$ cat config.mk
export PLATFORM = sky130hd
export DESIGN_NAME = mac_sched
export DESIGN_NICKNAME = d
export VERILOG_FILES = /design/src/rtl/mac_sched.sv
export SDC_FILE = /design/constraint.sdc
export NUM_CORES = 1
export LEC_CHECK = 0
export BUFFER_PORTS_ARGS = -buffer_cell sky130_fd_sc_hd__buf_2
export CAP_MARGIN = 40
export CORE_AREA = 4 4 81 83
export CTS_CLUSTER_DIAMETER = 80
export DETAILED_ROUTE_END_ITERATION = 10
export DIE_AREA = 0 0 85 87
export PLACE_DENSITY = 0.76
export SYNTH_ARGS = -nofsm -noshare
export SYNTH_HDL_FRONTEND = slang
export SYNTH_SLANG_ARGS = --single-unit
$ cat constraint.sdc
create_clock -name clk -period 2.35 [get_ports clk]
set_input_delay 0.1175 -clock clk [delete_from_list [all_inputs] [get_ports clk]]
set_output_delay 0.1175 -clock clk [all_outputs]
set_load 0.01 [all_outputs]
$ cat src/rtl/mac_sched.sv
// Two-requester job scheduler in front of an external pipelined MAC.
// Arbitrates whole jobs, streams operand beats, tracks in-flight results and returns the final accumulator.
module mac_sched #(
    parameter int MAX_BEATS = 255
) (
    input  logic               clk,
    input  logic               reset,
    input  logic               rq0_valid,
    input  logic signed [7:0]  rq0_a,
    input  logic signed [7:0]  rq0_b,
    input  logic               rq0_last,
    output logic               rq0_ready,
    input  logic               rq1_valid,
    input  logic signed [7:0]  rq1_a,
    input  logic signed [7:0]  rq1_b,
    input  logic               rq1_last,
    output logic               rq1_ready,
    output logic signed [7:0]  mac_a,
    output logic signed [7:0]  mac_b,
    output logic               mac_valid_in,
    output logic               mac_clear,
    input  logic signed [15:0] mac_f,
    input  logic               mac_valid_out,
    output logic               res_valid,
    input  logic               res_ready,
    output logic               res_id,
    output logic signed [15:0] res_data,
    output logic               res_trunc
);

    typedef enum logic [2:0] {IDLE, CLEAR, STREAM, DRAIN, RESULT} state_t;

    localparam logic [7:0] MAX_B = 8'(MAX_BEATS);

    state_t            state, state_nx;
    logic              grant, prio, trunc_flag;
    logic [7:0]        issued, returned;
    logic              sel_valid, sel_last, accept, hit_max, capture, count_ret;
    logic signed [7:0] sel_a, sel_b;

    always_comb begin
        sel_valid = grant ? rq1_valid : rq0_valid;
        sel_last  = grant ? rq1_last  : rq0_last;
        sel_a     = grant ? rq1_a     : rq0_a;
        sel_b     = grant ? rq1_b     : rq0_b;
        accept    = (state == STREAM) && sel_valid;
        hit_max   = (issued + 8'd1) == MAX_B;
        capture   = (state == DRAIN) && mac_valid_out && ((returned + 8'd1) == issued);
        count_ret = mac_valid_out && ((state == STREAM) || (state == DRAIN));
        state_nx  = state;
        case (state)
            IDLE:    if (rq0_valid || rq1_valid) state_nx = CLEAR;
            CLEAR:   state_nx = STREAM;
            STREAM:  if (accept && (sel_last || hit_max)) state_nx = DRAIN;
            DRAIN:   if (capture) state_nx = RESULT;
            RESULT:  if (res_ready) state_nx = IDLE;
            default: state_nx = IDLE;
        endcase
    end

    assign rq0_ready = (state == STREAM) && !grant;
    assign rq1_ready = (state == STREAM) && grant;
    assign res_valid = (state == RESULT);

    always_ff @(posedge clk or negedge reset) begin
        if (!reset) begin
            state        <= IDLE;
            grant        <= 1'b0;
            prio         <= 1'b0;
            trunc_flag   <= 1'b0;
            issued       <= '0;
            returned     <= '0;
            mac_a        <= '0;
            mac_b        <= '0;
            mac_valid_in <= 1'b0;
            mac_clear    <= 1'b1;
            res_id       <= 1'b0;
            res_data     <= '0;
            res_trunc    <= 1'b0;
        end else begin
            state        <= state_nx;
            // registered so the MAC sees its clear exactly while the FSM sits in CLEAR
            mac_clear    <= (state_nx == CLEAR);
            mac_valid_in <= accept;
            if (accept) begin
                mac_a <= sel_a;
                mac_b <= sel_b;
            end
            if ((state == IDLE) && (rq0_valid || rq1_valid))
                grant <= rq1_valid && (!rq0_valid || prio);
            if (state == CLEAR) begin
                issued   <= '0;
                returned <= '0;
            end else begin
                if (accept)    issued   <= issued + 8'd1;
                if (count_ret) returned <= returned + 8'd1;
            end
            if (accept && hit_max && !sel_last)
                trunc_flag <= 1'b1;
            if (capture) begin
                res_data  <= mac_f;
                res_id    <= grant;
                res_trunc <= trunc_flag;
            end
            if ((state == RESULT) && res_ready) begin
                prio       <= ~grant;
                trunc_flag <= 1'b0;
            end
        end
    end

endmodule

==> results.json, run 1 <==
{
  "whs_ps": 23.3,
  "start_util_pct": 49.9,
  "fin_util_pct": 63.2,
  "hpwl_mm": 4.95,
  "port-buffer-count": 94,
  "dpl_cell_area_um2": 3460,
  "fin_crit_sh_pct": 96.1,
  "final_cell_count_no_fill": 446,
  "tritoncts": "done",
  "drtIter0Drc": 67,
  "insertedDiodeCount": 0,
  "grt_pass1_wl_mm": 11.1,
  "cp_cell_sequence": "ha_1, xor2_1, xnor2_2, nand4_4, nor4_4, nand3_2, buf_12, mux2_4",
  "holdPathEnd": "res_data[5]$_DFFE_PN0P_",
  "ys_async_sr_fraction_pct": 100,
  "track_usage_pct": 19.1,
  "drcViolationCount": 0,
  "hold_viol_final": 0,
  "h-tree-depth": 3,
  "critPathArrivalTime_ps": 2470,
  "fin_area_um2": 3690,
  "ys_ff_latch": 58,
  "worstSetupPathType": "reg -> reg",
  "postCtsSetupBuffers": 0,
  "cts-root-buf": "clkbuf_8",
  "io_pins": 95,
  "synth_compound_area_share_pct": 10.3,
  "grt_pass1_vias": 2305,
  "finalSetupViolCount": 0,
  "drt-total-wl_mm": 6.67,
  "netlist_top_cells_count": "dfrtp_1, nand2_1, o21ai_1",
  "end_kind": "register",
  "reg2regPathDepth": 8,
  "clock_path_buffers": 2,
  "first_pass_iters": 4,
  "finalMaxSlewViolations": 0,
  "yosys-mux-area-fraction_pct": 15.5,
  "die-area_um2": 7400,
  "hold_class": "in -> reg",
  "hold_start": "mac_f[5]",
  "grt_max_degree": 43,
  "postCtsResizedCells": 0,
  "insertion_delay_ps": 330,
  "nFillCells": 486,
  "synth_top_family_by_area": "multiplexers",
  "netlist_instances": 268,
  "max_freq_ghz": 0.443,
  "cap_viol_max_count": 0,
  "dr_total_vias": 2325,
  "numCtsBuffers": 9,
  "ant_nets": 0,
  "startpoint_type": "register",
  "synth-edff-count": 0,
  "required_ps": 2560,
  "synthAdderAreaFrac_pct": 1.28,
  "synth.most_common_cell": "dfrtp_1",
  "syn_to_final_growth_pct": 26.5,
  "avgSynthCellArea_um2": 10.9,
  "synth.top_cell.area_share_pct": 48.8,
  "synth_xor_area_share_pct": 5.05,
  "rsz0062_at_grt": "no",
  "cp_slowest_stage_delay_ps": 400,
  "power_density_nw_per_um2": 1250,
  "period_minus_slack_ps": 2260,
  "gp_congestion": 0.832,
  "min_path_cells": 2,
  "run_status": "complete, no violations",
  "synthSimpleGateAreaFrac_pct": 15.1,
  "irDropWorstVdd_v": 0.000667,
  "die_height_um": 87,
  "grt_overflow": 0,
  "antenna_found_initial": 0,
  "tightest_slew_ps": 403,
  "synth_top_area_cell": "dfrtp_1",
  "synth_cell_types": 46,
  "syn_area_um2": 2920,
  "syn-num-nets": 327,
  "relSlewSlack_pct": 73.1,
  "p_leak_nw": 1.89,
  "yosysWarnings": 0,
  "synth_ff_type": "dfrtp_1",
  "place_inst": 428,
  "timing.rr.end": "res_data[13]$_DFFE_PN0P_",
  "r2r_setup_slack_ps": 90,
  "core_um2": 5850,
  "drive_gt1_share_pct": 38.0,
  "fin_skew_ps": 7.71,
  "rows": 28,
  "cp_max_fo": 20,
  "via_per_inst": 5.21,
  "yosysSeqAreaShare_pct": 49.7,
  "post_drt_wl_per_cell_um": 15.0,
  "fin_nets": 426,
  "reg2reg_from": "returned[1]$_DFFE_PN0P_",
  "cp_slowest_cell": "dfrtp_1",
  "numClockSinks": 58,
  "setup-tns-final_ps": 0,
  "yosys-top-cells-area": "dfrtp_1, mux2_4, mux2i_1",
  "die_width_um": 85,
  "clk_pin_slew_ps": 60
}
-- worst max path at each step --
stage                                       start                  endpoint  slack [ps]  cells after the start
after floorplan           returned[0]$_DFFE_PN0P_   res_data[0]$_DFFE_PN0P_         200                      8
after global placement    returned[1]$_DFFE_PN0P_   res_data[7]$_DFFE_PN0P_         180                      8
after detailed placement  returned[1]$_DFFE_PN0P_   res_data[0]$_DFFE_PN0P_         110                      8
after CTS                 returned[1]$_DFFE_PN0P_   res_data[0]$_DFFE_PN0P_          80                      8
after global routing      returned[1]$_DFFE_PN0P_  res_data[13]$_DFFE_PN0P_           4                      8
final                     returned[1]$_DFFE_PN0P_  res_data[13]$_DFFE_PN0P_          90                      8
-- layer usage --
| metal | global-route usage [%] | share of wire (%) | vias to the layer above |
|---|---|---|---|
| met5 | 0 | 0 | - |
| met4 | 6.47 | 1.4 | 0 |
| met3 | 6.15 | 7.3 | 10 |
| met2 | 30.6 | 49 | 87 |
| met1 | 24.5 | 43 | 1095 |
| li1 | - | - | 1133 |
-- where the power goes --
part           switching, W  total [W]  internal (W)
clock network      0.000373   0.000942      0.000569
registers          0.000293    0.00168       0.00139
logic               0.00105    0.00201      0.000964
-- state kept, by name (all words and copies together), names as in the netlist --
| name | flops |
|---|---|
| issued | 8 |
| res_id | 1 |
| state | 3 |
| prio | 1 |
| mac_a | 8 |
| trunc_flag | 1 |
| mac_valid_in | 1 |
| res_data | 16 |
| mac_clear | 1 |
| res_trunc | 1 |
| returned | 8 |
| mac_b | 8 |
| grant | 1 |
-- area by class of cell --
type / count / area, um^2 / area share, %
clock inverters: 2 / 35.0 / 0.948
clock buffers: 13 / 169 / 4.57
well taps: 75 / 93.8 / 2.54
flip-flops and latches: 58 / 1450 / 39.3
repair buffers: 103 / 558 / 15.1
multi-input cells: 193 / 1380 / 37.3
inverters: 2 / 7.51 / 0.203
-- per-stage QoR --
stage | setup slack, ps | power, W
detailed placement | 113 | 0.00371
CTS | 79.4 | 0.00467
finish | 91.4 | 0.00464
floorplan | 196 | 0.00307
global placement | 179 | 0.00362
global route | 4.30 | 0.00497
-- kinds of logic (layout without fill, tap and decap cells) --
family | count (synthesis) | after routing
xor+xnor | 16 | 16
flops | 58 | 58
fa+ha+maj | 3 | 3
buf+inv | 17 | 120
simple gates | 85 | 85
compound gates | 53 | 53
mux | 36 | 36
-- cells in the final DEF (no fill, tap or decap), types with 4 or more instances in the layout --
master / netlist / layout
mux2i_1: 17 / 17
clkbuf_8: 1 / 12
nor2b_1: 5 / 5
mux2_4: 18 / 18
buf_2: 1 / 94
nand3_1: 10 / 10
a21oi_1: 4 / 4
nor2_1: 11 / 11
a31oi_1: 5 / 5
xnor2_1: 8 / 8
o21ai_1: 33 / 33
dfrtp_1: 57 / 57
nand2_1: 36 / 36
buf_4: 0 / 5
xor2_1: 7 / 7
-- worst max-delay path, delay by kind of cell, from the launching register on --
kind                       cells  cell delay [ps]
adders and majority gates      1              260
buffers and inverters          1              180
and+or+nand+nor                3              560
xor gates and xnor gates       2              420
DFF                            1              400
muxes                          1              310
-- what timing repair did --
item                                    4_1_cts  5_1_grt
endpoints found under the setup margin        0        0
endpoints found under the hold margin        18        0
hold buffers                                  3        0
No activity file was read; power rests on OpenSTA's default activity.
==> run 2: changes to the inputs <==
ABC_AREA = 1   (was unset)
CORE_AREA = 4 4 85 87   (was 4 4 81 83)
DIE_AREA = 0 0 89 91   (was 0 0 85 87)
MAX_ROUTING_LAYER = met4   (was unset)
==> run 2 against run 1 <==
Synthesized cell count increased by 59%. Routed wire length increased by 22%. Critical path type unchanged. Register-to-register slack improved by 180 ps. Largest cell class is now multi-input gates. Count of clock-buffer cells in the layout fell by 2. Utilization grew 0.47 points. Final cell count grew 36%. Maximum frequency is 8.9% higher. Critical endpoint is now res_data[1]$_DFFE_PN0P_. Worst setup slack better by 180 ps.
==> results.json, run 2 <==
{
  "dr_total_vias": 3134,
  "netlist_instances": 426,
  "grt_pass1_vias": 2975,
  "cts_hold_buf": 2,
  "die_height_um": 91,
  "cp_slowest_cell": "dfrtp_1",
  "required_ps": 2620,
  "via_per_inst": 5.16,
  "first_pass_iters": 4,
  "relSlewSlack_pct": 50.8,
  "insertedDiodeCount": 0,
  "cts-root-buf": "clkbuf_8",
  "drive_gt1_share_pct": 27.7,
  "clk_pin_slew_ps": 60,
  "irDropWorstVdd_v": 0.000720,
  "clock_path_buffers": 2,
  "fin_util_pct": 63.6,
  "port-buffer-count": 94,
  "synth-edff-count": 0,
  "ys_ff_latch": 58,
  "period_minus_slack_ps": 2070,
  "ys_async_sr_fraction_pct": 100,
  "finalMaxSlewViolations": 0,
  "hold_class": "in -> reg",
  "layout_setup_ws_ps": 276,
  "drcViolationCount": 0,
  "synth_cell_types": 35,
  "synth_top_area_cell": "dfrtp_1",
  "tritoncts": "done",
  "drtIter0Drc": 150,
  "track_usage_pct": 21.8,
  "syn_area_um2": 3300,
  "netlist_top_cells_count": "nand2_1, dfrtp_1, inv_1",
  "synth.most_common_cell": "nand2_1",
  "syn-num-nets": 485,
  "syn_to_final_growth_pct": 22.3,
  "synth.top_cell.area_share_pct": 43.2,
  "p_leak_nw": 2.09,
  "antenna_found_initial": 0,
  "rsz0062_at_grt": "no",
  "max_freq_ghz": 0.482,
  "end_kind": "register",
  "setup-tns-final_ps": 0,
  "run_status": "complete, no violations",
  "start_util_pct": 52.0,
  "h-tree-depth": 3,
  "cp_max_fo": 19,
  "yosysSeqAreaShare_pct": 44.0,
  "postCtsSetupBuffers": 0,
  "place_ws_ps": 299,
  "largest_reg_flops": 16,
  "hold_viol_final": 0,
  "fin_crit_sh_pct": 88.3,
  "cp_slowest_stage_delay_ps": 460,
  "power_density_nw_per_um2": 1280,
  "largest_register": "res_data",
  "numClockSinks": 58,
  "fin_skew_ps": 6.97,
  "hpwl_mm": 6.09,
  "core_um2": 6350,
  "grt_max_degree": 59,
  "yosys-top-cells-area": "dfrtp_1, nand2_1, nand3_1",
  "synth_ff_type": "dfrtp_1",
  "die_width_um": 89,
  "postCtsResizedCells": 0,
  "critPathArrivalTime_ps": 2350,
  "cp_cell_sequence": "ha_1, nand2_2, nor2_4, nand2_1, nand3_1, nand3_2, inv_2, nand3_4, inv_6, nand3_1, nand2_1",
  "avgSynthCellArea_um2": 7.76,
  "gp_congestion": 0.940,
  "grt_pass1_wl_mm": 13.6,
  "yosysWarnings": 0,
  "fin_nets": 586,
  "fin_area_um2": 4040,
  "die-area_um2": 8100,
  "mostFrequentLayoutCells": "nand2_1, buf_2, dfrtp_1",
  "dpl_cell_area_um2": 3810,
  "insertion_delay_ps": 330,
  "finalSetupViolCount": 0,
  "tightest_slew_ps": 739,
  "ant_nets": 0,
  "io_pins": 95,
  "mostFrequentLayoutCell": "nand2_1",
  "cap_viol_max_count": 0,
  "grt_overflow": 0,
  "post_drt_wl_per_cell_um": 13.4,
  "nFillCells": 564,
  "rows": 29,
  "startpoint_type": "register",
  "worstSetupPathType": "reg -> reg",
  "drt-total-wl_mm": 8.12,
  "numCtsBuffers": 9
}
-- run 2: cell count changes after synthesis, sizes merged, moves of 20 or more --
cell    previous run  this run
o21ai             34        14
o21bai             0        20
inv                2        59
nand3             11        49
nor2              12        52
nand2             36       122
-- run 2: stage by stage --
stage | std cells | hold WS [ps] | total power (W)
finish | 607 | 12.1 | 0.00516
global placement | 591 | 304 | 0.00414
global route | 607 | 7.40 | 0.00561
detailed placement | 591 | 310 | 0.00419
CTS | 607 | 2.05 | 0.00520
floorplan | 426 | -178 | 0.00355
-- run 2: cells by family after synthesis --
kind of cell / Yosys count / share of synthesized area [%]
flops: 58 / 44.0
compound gates: 62 / 12.6
fa+ha+maj: 3 / 1.14
buf+inv: 70 / 9.62
xor+xnor: 3 / 0.795
simple gates: 230 / 31.9
-- run 2: where the power goes --
part / leakage (nW) / internal [W] / switching (W)
combinational: 1.32 / 0.000871 / 0.00158
clock: 0.105 / 0.000613 / 0.000373
sequential: 0.663 / 0.00140 / 0.000323
-- run 2: metal layers --
layer	track usage, %	vias to the layer above	wire, um
li1	-	1570	-
met1	30.1	1430	3660
met2	31.6	121	3700
met3	5.61	13	623
met4	6.82	0	136
met5	-	-	0
-- run 2: critical path, delay by kind of cell, from the launching register on --
kind	cells	cell delay (ps)
AND/OR/NAND/NOR	8	950
flip-flops	1	460
buffers and inverters	2	320
adder cells (fa/ha/maj)	1	280
-- run 2: layout make-up --
class | count | area (um^2) | share of cell area, %
Multi-Input combinational cell | 298 | 1530 | 38.0
Sequential cell | 58 | 1450 | 36.0
Timing Repair Buffer | 100 | 520 | 12.9
Inverter | 60 | 230 | 5.70
Clock buffer | 11 | 141 | 3.50
Tap cell | 77 | 96.3 | 2.38
Clock inverter | 3 | 65.1 | 1.61
-- run 2: path summary, 6_finish.rpt --
check	startpoint	end	slack, ps	cells past startpoint
min in group asynchronous	reset	mac_b[5]$_DFFE_PN0P_	480	3
hold reg to reg	prio$_DFFE_PN0P_	prio$_DFFE_PN0P_	500	2
setup / recovery	returned[0]$_DFFE_PN0P_	res_data[1]$_DFFE_PN0P_	280	11
setup reg to reg	returned[0]$_DFFE_PN0P_	res_data[1]$_DFFE_PN0P_	280	11
max in group asynchronous	reset	mac_b[1]$_DFFE_PN0P_	1370	3
hold / removal	mac_f[12]	res_data[12]$_DFFE_PN0P_	10	3
